**src/rtl/control_seq.sv**
```systemverilog
// control_seq: EX-stage decoder for the RV32 core with a small sequencer that
// times multi-cycle multiplies, redirect flush bubbles and illegal flagging.
module control_seq #(
  parameter int          MUL_LATENCY   = 3,
  parameter int          FLUSH_CYCLES  = 1,
  parameter bit          ENABLE_M      = 1'b1,
  parameter int          N_GPIO        = 1,
  parameter logic [11:0] CSR_GPIO_BASE = 12'h000
) (
  input  logic              clk,
  input  logic              reset,
  input  logic [6:0]        opcode,
  input  logic [2:0]        funct3,
  input  logic [6:0]        funct7,
  input  logic [11:0]       csr,
  input  logic              branch_taken,
  input  logic              stall_EX,
  output logic              stall_FETCH,
  output logic              alusrc,
  output logic              regwrite,
  output logic [2:0]        regsel,
  output logic [3:0]        aluop,
  output logic [N_GPIO-1:0] gpio_we,
  output logic [1:0]        pcsrc,
  output logic              mul_start,
  output logic              illegal
);

  localparam int MAX_CNT = (MUL_LATENCY > FLUSH_CYCLES) ? MUL_LATENCY : FLUSH_CYCLES;
  localparam int CW      = $clog2(MAX_CNT + 1);
  localparam logic [CW-1:0] MUL_LOAD   = CW'(MUL_LATENCY - 1);
  localparam logic [CW-1:0] FLUSH_LOAD = CW'((FLUSH_CYCLES > 0) ? FLUSH_CYCLES - 1 : 0);

  localparam logic [6:0] OP_R    = 7'b0110011;
  localparam logic [6:0] OP_I    = 7'b0010011;
  localparam logic [6:0] OP_LUI  = 7'b0110111;
  localparam logic [6:0] OP_JAL  = 7'b1101111;
  localparam logic [6:0] OP_JALR = 7'b1100111;
  localparam logic [6:0] OP_BR   = 7'b1100011;
  localparam logic [6:0] OP_SYS  = 7'b1110011;

  typedef enum logic [1:0] {RUN, MUL_WAIT, FLUSH} state_t;

  state_t           state, state_next;
  logic [CW-1:0]    cnt, cnt_next;
  logic [3:0]       alu_f3, mul_code;
  logic             mul_ok, csr_hit, redirect, start_mul;
  logic [12:0]      csr_off;
  logic [N_GPIO-1:0] gpio_onehot;

  always_ff @(posedge clk) begin
    if (reset) begin
      state <= RUN;
      cnt   <= '0;
    end else begin
      state <= state_next;
      cnt   <= cnt_next;
    end
  end

  // funct3 mapping shared by R-type and I-type ALU ops, plus the M-extension codes
  always_comb begin
    alu_f3   = 4'b0000;
    mul_code = 4'b0000;
    mul_ok   = 1'b0;
    case (funct3)
      3'b000:  alu_f3 = 4'b0011;
      3'b001:  alu_f3 = 4'b1000;
      3'b010:  alu_f3 = 4'b1100;
      3'b011:  alu_f3 = 4'b1101;
      3'b100:  alu_f3 = 4'b0010;
      3'b101:  alu_f3 = 4'b1001;
      3'b110:  alu_f3 = 4'b0001;
      default: alu_f3 = 4'b0000;
    endcase
    case (funct3)
      3'b000:  begin mul_code = 4'b0101; mul_ok = 1'b1; end
      3'b001:  begin mul_code = 4'b0110; mul_ok = 1'b1; end
      3'b011:  begin mul_code = 4'b0111; mul_ok = 1'b1; end
      default: begin mul_code = 4'b0000; mul_ok = 1'b0; end
    endcase
  end

  assign csr_off = {1'b0, csr} - {1'b0, CSR_GPIO_BASE};
  assign csr_hit = (csr >= CSR_GPIO_BASE) && (csr_off < 13'(N_GPIO));

  always_comb begin
    gpio_onehot = '0;
    for (int i = 0; i < N_GPIO; i++) begin
      if (csr_off == 13'(i)) gpio_onehot[i] = 1'b1;
    end
  end

  always_comb begin
    state_next  = state;
    cnt_next    = cnt;
    stall_FETCH = 1'b0;
    alusrc      = 1'b0;
    regwrite    = 1'b0;
    regsel      = 3'd0;
    aluop       = 4'b0000;
    gpio_we     = '0;
    pcsrc       = 2'd0;
    mul_start   = 1'b0;
    illegal     = 1'b0;
    redirect    = 1'b0;
    start_mul   = 1'b0;

    case (state)
      RUN: begin
        case (opcode)
          OP_R: begin
            if (funct7 == 7'b0000000) begin
              regwrite = 1'b1; regsel = 3'd2; aluop = alu_f3;
            end else if (funct7 == 7'b0100000 && funct3 == 3'b000) begin
              regwrite = 1'b1; regsel = 3'd2; aluop = 4'b0100;
            end else if (funct7 == 7'b0100000 && funct3 == 3'b101) begin
              regwrite = 1'b1; regsel = 3'd2; aluop = 4'b1010;
            end else if (funct7 == 7'b0000001 && ENABLE_M && mul_ok) begin
              aluop = mul_code; mul_start = 1'b1; stall_FETCH = 1'b1; start_mul = 1'b1;
            end else begin
              illegal = 1'b1;
            end
          end
          OP_I: begin
            if ((funct3 == 3'b001 || funct3 == 3'b101) && funct7 != 7'b0000000) begin
              if (funct3 == 3'b101 && funct7 == 7'b0100000) begin
                alusrc = 1'b1; regwrite = 1'b1; regsel = 3'd2; aluop = 4'b1010;
              end else begin
                illegal = 1'b1;
              end
            end else begin
              alusrc = 1'b1; regwrite = 1'b1; regsel = 3'd2; aluop = alu_f3;
            end
          end
          OP_LUI: begin
            regwrite = 1'b1; regsel = 3'd1;
          end
          OP_JAL: begin
            regwrite = 1'b1; regsel = 3'd3; pcsrc = 2'd1; redirect = 1'b1;
          end
          OP_JALR: begin
            if (funct3 == 3'b000) begin
              regwrite = 1'b1; regsel = 3'd3; alusrc = 1'b1; aluop = 4'b0011;
              pcsrc = 2'd3; redirect = 1'b1;
            end else begin
              illegal = 1'b1;
            end
          end
          OP_BR: begin
            case (funct3)
              3'b000, 3'b001: aluop = 4'b0100;
              3'b100, 3'b101: aluop = 4'b1100;
              3'b110, 3'b111: aluop = 4'b1101;
              default:        illegal = 1'b1;
            endcase
            if (!illegal && branch_taken) begin
              pcsrc = 2'd2; redirect = 1'b1;
            end
          end
          OP_SYS: begin
            if (funct3 == 3'b001 && csr_hit) begin
              gpio_we = gpio_onehot; regwrite = 1'b1; regsel = 3'd0;
            end else begin
              illegal = 1'b1;
            end
          end
          default: illegal = 1'b1;
        endcase

        if (redirect) begin
          stall_FETCH = 1'b1;
          if (FLUSH_CYCLES > 0) begin
            state_next = FLUSH;
            cnt_next   = FLUSH_LOAD;
          end
        end
        if (start_mul) begin
          state_next = MUL_WAIT;
          cnt_next   = MUL_LOAD;
        end
      end
      MUL_WAIT: begin
        aluop = mul_code;
        if (cnt == '0) begin
          regwrite   = 1'b1;
          regsel     = 3'd4;
          state_next = RUN;
        end else begin
          stall_FETCH = 1'b1;
          cnt_next    = cnt - 1'b1;
        end
      end
      FLUSH: begin
        stall_FETCH = 1'b1;
        if (cnt == '0) state_next = RUN;
        else           cnt_next   = cnt - 1'b1;
      end
      default: state_next = RUN;
    endcase

    // A downstream stall freezes the sequencer and suppresses every side effect
    if (stall_EX) begin
      regwrite   = 1'b0;
      gpio_we    = '0;
      mul_start  = 1'b0;
      state_next = state;
      cnt_next   = cnt;
    end

    if (reset) begin
      stall_FETCH = 1'b0;
      alusrc      = 1'b0;
      regwrite    = 1'b0;
      regsel      = 3'd0;
      aluop       = 4'b0000;
      gpio_we     = '0;
      pcsrc       = 2'd0;
      mul_start   = 1'b0;
      illegal     = 1'b0;
    end
  end

endmodule

```
**config.mk**
```make
export PLATFORM = sky130hd
export DESIGN_NAME = control_seq
export DESIGN_NICKNAME = d
export VERILOG_FILES = /design/src/rtl/control_seq.sv
export SDC_FILE = /design/constraint.sdc
export NUM_CORES = 1
export LEC_CHECK = 0
export ABC_AREA = 1
export CORE_UTILIZATION = 43
export DETAILED_ROUTE_END_ITERATION = 10
export GPL_TIMING_DRIVEN = 0
export HOLD_SLACK_MARGIN = 0.1
export PLACE_DENSITY = 0.81
export SYNTH_ARGS = -nofsm -noshare
export SYNTH_HDL_FRONTEND = slang
export SYNTH_SLANG_ARGS = --single-unit
```
**constraint.sdc**
```tcl
create_clock -name clk -period 2.4 [get_ports clk]
set_clock_uncertainty 0.15 [all_clocks]
set_input_delay 0.6 -clock clk [delete_from_list [all_inputs] [get_ports clk]]
set_output_delay 0.6 -clock clk [all_outputs]
set_load 0.03 [all_outputs]
```
==> results of run 1 <==
[repair_timing]
item / CTS
gates resized for setup: 253
pin swaps: 44
endpoints found under the setup margin: 15
buffers inserted: 29
gates cloned: 0
[cells by family after synthesis]
logic type	after synthesis	synth area share [%]
adder cells (fa/ha/maj)	5	5.51
XOR/XNOR	1	0.771
AND/OR/NAND/NOR	146	59.9
flip-flops	4	7.05
buffers and inverters	48	15.9
AO/OA/AOI/OAI	21	10.9
[layer usage]
layer	GRT overflow	global-route usage (%)
met1	0	66.5
met2	9	91.3
met3	0	54.6
met4	7	80.7
met5	0	21.4
[through the flow]
stage	std cells	utilization [%]	TNS (ns)	cell area (um^2)	hold WS, ns
2_1_floorplan	225	-	-0.0465	1190	0.348
4_1_cts	334	85.6	-1.10	2120	0.379
3_5_place_dp	302	68.4	-16.14	1690	0.374
3_3_place_gp	302	68.4	-15.84	1690	0.366
[cells in the mapped netlist, types with 4 or more instances]
cell type and instances:
o21ai_0 9, nand4_1 5, a21oi_1 5, dfxtp_1 4
nor3_1 8, nand3_1 17, ha_1 5, nor2_1 37
nand2_1 62, nand3_2 5, inv_1 46
==> flow_metrics.env, run 1 <==
export IMPL_die_y_um=53.4
export IMPL_synth_edff_count=0
export IMPL_syn_nets=263
export IMPL_initial_core_util_pct=45.9
export IMPL_place_gp_congestion=0.888
export IMPL_post_dp_hpwl_um=2720
export IMPL_cts_buffers=3
export IMPL_clockBufferDepth=2
export IMPL_synth_distinct_cells=28
export IMPL_netlist_area_leader_share_pct=20.5
export IMPL_io_buffers=47
export IMPL_synth_area_leader_cell="nand2_1"
export IMPL_toolErrorMsg="[ERROR GRT-0232] Routing congestion too high. Check the congestion heatmap in the GUI."
export IMPL_failed_stage="5_1_grt"
export IMPL_seq_area_frac_synth_pct=7.05
export IMPL_avgSynthCellArea_um2=5.05
export IMPL_worstEndpointType="top-level output"
export IMPL_cts_root_buf="clkbuf_4"
export IMPL_die_w_um=53.4
export IMPL_yosysWarnings=0
export IMPL_rows=18
export IMPL_grt_max_degree=7
export IMPL_synthCells=225
export IMPL_worstEndpointGrtRepair="aluop[2]"
export IMPL_htree_levels=1
export IMPL_grt_ovfl_total=16
export IMPL_synthTopCellsByArea="nand2_1, inv_1, nor2_1"
export IMPL_clock_sinks=4
export IMPL_pin_count=48
export IMPL_outcome="aborted with a tool error"
export IMPL_async_flop_share_pct=0
export IMPL_dp_slack_ns=-1.27
export IMPL_cts_hold_buf=0
export IMPL_synth_cell_area_mm2=0.00114
export IMPL_synth_flop_cell="dfxtp_1"
export IMPL_track_usage_pct=71.9
export IMPL_ys_ff_latch=4
==> run 2: changes to the inputs <==
CORE_AREA = 2 2 63 65   (was default)
CORE_UTILIZATION = default   (was 43)
DIE_AREA = 0 0 65 67   (was default)
HOLD_SLACK_MARGIN = default   (was 0.1)
PLACE_DENSITY = default   (was 0.81)
PLACE_DENSITY_LB_ADDON = 0.15   (was default)
==> run 2 against run 1 <==
  * Synthesized cell count stayed put
  * Area after synthesis is the same
  * The flow now finishes, with violations (setup timing)
==> flow_metrics.env, run 2 <==
export IMPL_cts_tree="built"
export IMPL_antenna_found_initial=0
export IMPL_violations="setup timing"
export IMPL_final_common_cell="nand2_1"
export IMPL_synth_area_leader_cell="nand2_1"
export IMPL_fin_nets=346
export IMPL_grt_pass1_wl_um=6840
export IMPL_io_buffers=47
export IMPL_netlist_top_cells_count="nand2_1, inv_1, nor2_1"
export IMPL_die_w_um=65
export IMPL_clockBufferDepth=2
export IMPL_path_max_fanout=5
export IMPL_seq_power_share_pct=14.6
export IMPL_worstPathArrival_ns=1.83
export IMPL_drt_first_pass_iters=4
export IMPL_synthCells=225
export IMPL_rows=22
export IMPL_report_final_setup_viol=11
export IMPL_yosysWarnings=0
export IMPL_vias=1677
export IMPL_insertion_delay_ns=0.22
export IMPL_layout_common_cells="nand2_1, buf_4, inv_1"
export IMPL_setup_ws_ns=-0.183
export IMPL_dieArea_mm2=0.00436
export IMPL_seq_area_um2=80.1
export IMPL_hold_path_class="flip-flop to flip-flop"
export IMPL_vdd_ir_drop_max_v=0.000140
export IMPL_async_flop_share_pct=0
export IMPL_p_leak_nw=1.15
export IMPL_synth_distinct_cells=28
export IMPL_r2r_start="state[0]$_SDFFE_PP0P_"
export IMPL_initial_core_util_pct=31.5
export IMPL_synth_most_common_cell="nand2_1"
export IMPL_routedWlPerCell_um=11.7
export IMPL_worst_setup_path_type="input pin to output pin"
export IMPL_grt_max_degree=7
export IMPL_maxSlewViolCount=0
export IMPL_ys_ff_latch=4
export IMPL_whs_ns=0.375
export IMPL_drc=0
export IMPL_netlist_area_leader_share_pct=20.5
export IMPL_comb_power_share_pct=60.1
export IMPL_timing_fmax_ghz=0.387
export IMPL_p_total_uw=550
export IMPL_first_iter_violations=66
export IMPL_crit_required_ns=1.65
export IMPL_min_period_over_period_pct=108
export IMPL_path_clk_slew_ns=0.03
export IMPL_multi_input_area_mm2=0.00126
export IMPL_core_area_mm2=0.00361
export IMPL_swShare_pct=41.2
export IMPL_tightest_slew_ns=0.302
export IMPL_clock_sinks=4
export IMPL_fill_cells=313
export IMPL_grt_pass1_vias=1605
export IMPL_post_route_min_period_ns=2.58
export IMPL_syn_nets=263
export IMPL_slew_headroom_pct=79.8
export IMPL_rsz0062_at_grt="yes"
export IMPL_critPathLaunch="opcode[2]"
export IMPL_maxCapViolCount=0
export IMPL_synth_flop_cell="dfxtp_1"
export IMPL_cp_start_kind="input pin"
export IMPL_crit_path_end_kind="output pin"
export IMPL_htree_levels=1
export IMPL_antenna_left=0
export IMPL_cts_hold_buf=0
export IMPL_switching_power_uw=226
export IMPL_synth_cell_area_mm2=0.00114
export IMPL_antenna_cells=0
export IMPL_pin_count=48
export IMPL_track_usage_pct=19.7
export IMPL_powerDensity_mw_per_mm2=233
export IMPL_die_y_um=67
export IMPL_internal_power_uw=323
export IMPL_seq_area_frac_synth_pct=7.05
export IMPL_avgSynthCellArea_um2=5.05
export IMPL_cts_root_buf="clkbuf_8"
export IMPL_p_clk_share_pct=25.3
export IMPL_hp_start="cnt[1]$_SDFFE_PP0P_"
export IMPL_cts_buffers=3
export IMPL_grt_ovfl_total=0
export IMPL_place_gp_congestion=0.790
export IMPL_wl_um=4140
export IMPL_via_per_inst=4.74
export IMPL_synthTopCellsByArea="nand2_1, inv_1, nor2_1"
export IMPL_drive_gt1_share_pct=51.6
export IMPL_largestRegisters="cnt (2), state (2)"
export IMPL_outcome="finished, violations left"
export IMPL_hold_viol=0
export IMPL_area_growth_pct=108
export IMPL_post_dp_hpwl_um=2840
export IMPL_synth_edff_count=0
## run 2: metrics by stage
step                      setup TNS [ns]  std cells  util, %  setup slack, ns  cell area, um^2
after CTS                         -0.924        346     61.1           -0.147             2200
after global placement            -16.33        320     47.6            -1.28             1720
after detailed placement          -16.28        320     47.6            -1.28             1720
final                              -1.13        354     65.5           -0.183             2360
after floorplan                  -0.0465        225        -          -0.0465             1190
after global routing               -2.32        354     65.5           -0.282             2360
## run 2: power groups by stage
stage,Sequential (mW),Combinational [mW],Clock [mW]
2_1_floorplan,0.0795,0.144,0
6_report,0.0800,0.331,0.139
4_1_cts,0.0801,0.298,0.143
5_1_grt,0.0808,0.362,0.147
3_5_place_dp,0.0803,0.242,0
3_3_place_gp,0.0803,0.241,0
## run 2: kinds of logic after synthesis
group / synth area share (%)
adder cells (fa/ha/maj): 5.51
flip-flops: 7.05
AO/OA/AOI/OAI: 10.9
AND/OR/NAND/NOR: 59.9
buffers and inverters: 15.9
XOR/XNOR: 0.771
## run 2: layer usage
layer	part of all wire [%]	wire (um)	global-route usage, %	vias up
li1	-	-	-	872
met1	43	1770	23.5	746
met2	51	2130	37.0	55
met3	5.5	227	3.72	4
met4	0.56	23	2.93	0
met5	0	0	0	-
## run 2: final cells by class
cell class	count	area share [%]
tap	48	2.54
inverter	48	8.53
multi-input combinational	173	53.5
clock buffer	3	1.75
sequential	4	3.39
timing repair buffer	78	30.3
## run 2: worst max-delay path: stages
cell	delay [ns]
buf_8	0.10
nor2_4	0.12
nand2_4	0.09
nor3_4	0.30
nand2_4	0.13
nand2_2	0.08
nand2_1	0.05
o21ai_1	0.08
nand2_1	0.08
nand2_2	0.06
buf_6	0.12
## run 2: final timing paths
check                             end  slack, ns  depth (start not counted)
setup / recovery             aluop[1]      -0.18                         11
hold / removal    cnt[1]$_SDFFE_PP0P_       0.37                          4
setup reg to reg  cnt[1]$_SDFFE_PP0P_       0.94                          7
hold reg to reg   cnt[1]$_SDFFE_PP0P_       0.37                          4
## run 2: what timing repair did
action | in CTS | in global routing
endpoints found under the setup margin | 15 | 14
pin swaps | 58 | 30
resized for setup | 278 | 30
hold endpoints to repair | 0 | 0
setup buffers | 24 | 8
(Power assumes the default switching activity.)
